`config.mk`:
```
export PLATFORM = sky130hd
export DESIGN_NAME = trdb_trace_ctrl
export DESIGN_NICKNAME = d
export VERILOG_FILES = /design/src/rtl/trdb_trace_ctrl.sv
export SDC_FILE = /design/constraint.sdc
export NUM_CORES = 1
export LEC_CHECK = 0
export CAP_MARGIN = 40
export CORE_AREA = 2 2 39 41
export CTS_BUF_LIST = sky130_fd_sc_hd__clkbuf_16
export DETAILED_ROUTE_END_ITERATION = 6
export DIE_AREA = 0 0 41 43
export DONT_BUFFER_PORTS = 1
export GPL_TIMING_DRIVEN = 0
export SYNTH_ARGS = -nofsm -noshare
export SYNTH_HDL_FRONTEND = slang
export SYNTH_SLANG_ARGS = --single-unit
```
`constraint.sdc`:
```
create_clock -name clk_i -period 1.74 [get_ports clk_i]
set_clock_uncertainty 0.05 [all_clocks]
set_input_delay 0.261 -clock clk_i [delete_from_list [all_inputs] [get_ports clk_i]]
set_output_delay 0.261 -clock clk_i [all_outputs]
set_load 0.05 [all_outputs]
```
`src/rtl/trdb_trace_ctrl.sv`:
```
// Trace-session controller: Moore FSM with outputs one cycle after a sampled request; the pkt_req_o/pkt_type_o pair is held until pkt_ack_i and dropped early only on abort.
// `define TRDB_RESYNC_EN adds the RESYNC state and the periodic resync counter.
module trdb_trace_ctrl #(
    parameter int RESYNC_W = 16
) (
    input  logic                clk_i,
    input  logic                rst_ni,
    input  logic                trace_activated_i,
    input  logic                trace_req_on_i,
    input  logic                trace_req_off_i,
    input  logic [RESYNC_W-1:0] resync_max_i,
    output logic                pkt_req_o,
    output logic [1:0]          pkt_type_o,
    input  logic                pkt_ack_i,
    output logic                trace_enable_o,
    output logic                busy_o
);

    typedef enum logic [2:0] {
        IDLE    = 3'd0,
        START   = 3'd1,
        TRACING = 3'd2,
        STOP    = 3'd3
`ifdef TRDB_RESYNC_EN
        , RESYNC = 3'd4
`endif
    } state_t;

    state_t state, state_nxt;
    logic   stop_pend, stop_pend_nxt;

`ifdef TRDB_RESYNC_EN
    localparam logic [RESYNC_W-1:0] ONE = RESYNC_W'(1);
    logic [RESYNC_W-1:0] cnt, cnt_nxt;
    logic                resync_hit;

    // >= so that lowering the period mid-session fires promptly
    assign resync_hit = (resync_max_i != '0) && (cnt >= resync_max_i - ONE);

    always_comb begin
        cnt_nxt = '0;
        if (state == TRACING && state_nxt == TRACING)
            cnt_nxt = (cnt == '1) ? cnt : cnt + ONE;
    end

    always_ff @(posedge clk_i or negedge rst_ni) begin
        if (!rst_ni) cnt <= '0;
        else         cnt <= cnt_nxt;
    end
`else
    logic unused_resync_max;
    assign unused_resync_max = ^resync_max_i;
`endif

    always_comb begin
        state_nxt     = state;
        stop_pend_nxt = stop_pend;
        case (state)
            IDLE: begin
                if (trace_req_on_i && !trace_req_off_i) state_nxt = START;
            end
`ifdef TRDB_RESYNC_EN
            START, RESYNC: begin
`else
            START: begin
`endif
                if (pkt_ack_i)
                    state_nxt = (stop_pend || trace_req_off_i) ? STOP : TRACING;
                else if (trace_req_off_i)
                    stop_pend_nxt = 1'b1;
            end
            TRACING: begin
                if (trace_req_off_i) state_nxt = STOP;
`ifdef TRDB_RESYNC_EN
                else if (resync_hit) state_nxt = RESYNC;
`endif
            end
            STOP: begin
                if (pkt_ack_i) state_nxt = IDLE;
            end
            default: state_nxt = IDLE;
        endcase
        // deactivation withdraws any pending request without waiting for ack
        if (!trace_activated_i) state_nxt = IDLE;
        if (state_nxt == STOP || state_nxt == IDLE) stop_pend_nxt = 1'b0;
    end

    always_ff @(posedge clk_i or negedge rst_ni) begin
        if (!rst_ni) begin
            state     <= IDLE;
            stop_pend <= 1'b0;
        end else begin
            state     <= state_nxt;
            stop_pend <= stop_pend_nxt;
        end
    end

    always_comb begin
        pkt_req_o  = 1'b0;
        pkt_type_o = 2'b00;
        case (state)
            START: pkt_req_o = 1'b1;
            STOP: begin
                pkt_req_o  = 1'b1;
                pkt_type_o = 2'b01;
            end
`ifdef TRDB_RESYNC_EN
            RESYNC: begin
                pkt_req_o  = 1'b1;
                pkt_type_o = 2'b10;
            end
`endif
            default: ;
        endcase
    end

    assign trace_enable_o = (state != IDLE);
    assign busy_o         = (state != IDLE);

endmodule

```
==> metrics.md <==
| Metric | Value |
|---|---|
| Crit Path Max Fanout | 4 |
| GPL Wtd Cong | 0.5363 |
| Global route overflow | 0 |
| Yosys cell types | 17 |
| Ys Warns | 0 |
| Drt drc | 0 |
| Area grow syn2layout | 48.50% |
| HP Start | trace_activated_i |
| Total negative setup slack | 0 ps |
| Ports | 27 |
| Peak VDD IR | 0.4626 mV |
| Die Height | 43 microns |
| Final setup vio count | 0 |
| Period utilization | 96.92% |
| HP Class | in -> reg |
| CTS root buffer | clkbuf_16 |
| Status | finished clean |
| Critical Path, Cell by Cell | or3_4 -> buf_4 |
| Die ar. | 1763 sq um |
| CP Capture Type | output pin |
| H-tree depth | 1 |
| Largest net degree at the start of global routing | 8 |
| Clk pin slew, worst setup/hold paths | 30 ps |
| Slew Viols, Final | 0 |
| Critical path launch point type | flip-flop |
| Setup bufs post-CTS | 0 |
| Diodes inserted | 0 |
| Core area | 1384 sq um |
| Pwr Total | 488.7 uW |
| Worst path max stage delay | 510 ps |
| Crit Path Class | reg -> out |
| Max-cap viol count | 0 |
| Post-Syn Instances | 26 |
| Max Freq | 593.0 MHz |
| Post-synthesis sequential area ratio | 40.00% |
| Register bit total from synthesis | 4 |
| First-pass GRT wire length | 855 microns |
| Worst setup path startpoint | state[2] |
| CTS Buf Count | 3 |
| Vias | 210 |
| Initial antenna violation count | 0 |
| Crit path DAT | 1380 ps |
| RSZ-0062 raised after global routing | no |
| Reg2reg start | state[0] |
| Routed Antenna Nets | 0 |
| Nets | 55 |
| Slowest cell on crit path | or3_4 |
| Routed len/inst | 10.87 microns |
| Reg2reg setup slack | 180 ps |
| Fin. Hold Viols | 0 |
| Leak pwr | 0.1479 nW |
| DR pass1 iterations | 4 |
| FILL cells | 150 |
| Routed wire length | 511 microns |
| Reg2Reg Depth | 4 |
| Gr usage total | 7.351% |
| Hold path endpoint | state[1] |
| Clock Latency Late Sink | 220 ps |
| Cell area after synthesis | 250.2 sq um |
| Vias per Instance | 4.468 |
| # rows | 14 |
| Initial Util | 18.08% |
| Port Buf Inserts | 0 |
| Clock sink count | 4 |
| Tmin final | 1686 ps |
| PD cells | 1315 nW/um^2 |
| Most frequent cells in the layout | nor2_1 (4), dfrtp_1 (4), clkbuf_16 (3) |
| Layout cells sized above 1 | 35.48% |
| TritonCTS clock tree | done |
| Syn avg cell area | 9.625 sq um |
| Hold-critical path depth | 2 |
| Via count of the first global-routing pass | 225 |
| Die W | 41 microns |
| DRT iter0 DRCs | 4 |
| Worst R2R End | stop_pend |
| Worst Path Required | 1430 ps |
| Clock Tree Buf Depth | 2 |
## per-stage QoR
stage / hold WS, ps / util (%) / worst slack, ps / std cells / cell area (sq um)
2_1_floorplan: -84.59 / - / 136.5 / 27 / 256.5
3_3_place_gp: -84.42 / 19.98 / 51.58 / 43 / 276.5
3_5_place_dp: -84.40 / 19.98 / 20.57 / 43 / 276.5
4_1_cts: 205.9 / 26.76 / 18.23 / 47 / 370.4
5_1_grt: 230.1 / 26.85 / 22.36 / 47 / 371.6
6_report: 199.2 / 26.85 / 53.56 / 47 / 371.6
## synthesized netlist by cell type
cell	count	area (sq um)
nand2b_1	1	6.260
nor2b_1	1	6.260
or3_2	1	7.510
or3b_1	1	8.760
o21bai_1	1	7.510
or3_1	1	6.260
and2_2	1	7.510
o21ai_1	1	5.000
dfrtp_1	4	100.1
xor2_1	1	8.760
a211oi_2	2	25.02
nor2_1	4	15.01
and4bb_2	1	12.51
conb_1	1	3.750
nand2_1	2	7.510
buf_4	2	15.01
a21boi_1	1	7.510
## state kept, by name (all words and copies together) (netlist names)
register and flops:
state 3, stop_pend 1
## critical path, delay by kind of cell, from the launching register on
kind	cells	cell delay, ps
buf+inv	1	230
flops	1	420
simple gates	1	510
## cell type report
type	count	area, sq um	share of cell area, %
well taps	16	20.02	5.387
plain buffers	2	15.01	4.040
clock buffers	3	75.07	20.20
repair buffers	1	10.01	2.694
flip-flops and latches	4	100.1	26.94
multi-input cells	21	151.4	40.74
## worst max-delay path by stage
| stage | endpoint | slack (ps) |
|---|---|---|
| after floorplan | pkt_type_o[0] | 140 |
| after global placement | stop_pend | 50 |
| after detailed placement | stop_pend | 20 |
| after CTS | pkt_type_o[0] | 20 |
| after global routing | trace_enable_o | 20 |
| final | trace_enable_o | 50 |
## metal layers
layer  GRT usage [%]  up-vias  wire, microns  part of all wire [%]
met5               0        -              0                     0
met4           6.000        0              0                     0
met3           3.141        0             65                    13
met2           11.56       17            250                    49
met1           6.818       97            195                    38
li1                -       96              -                     -
## what timing repair did
item / CTS / global route
hold endpoints to repair: 4 / 0
hold buffers: 1 / 0
endpoints found under the setup margin: 3 / 1
gates resized for setup: 2 / 1
## power breakdown
part / leakage, nW / internal, mW / total (mW) / switching, mW
combinational: 0.0575 / 0.0120 / 0.0360 / 0.0240
clock: 0.0370 / 0.293 / 0.355 / 0.0612
sequential: 0.0534 / 0.0955 / 0.0982 / 0.00275
total: 0.148 / 0.401 / 0.489 / 0.0880
## logic make-up after synthesis
kind of cell / Yosys count / share of synthesized area [%]
flops: 4 / 40.00
other cells: 1 / 1.499
compound gates: 5 / 18.00
xor+xnor: 1 / 3.501
simple gates: 13 / 31.01
buf+inv: 2 / 5.998
Note: power is estimated with default switching activity, not from simulation.
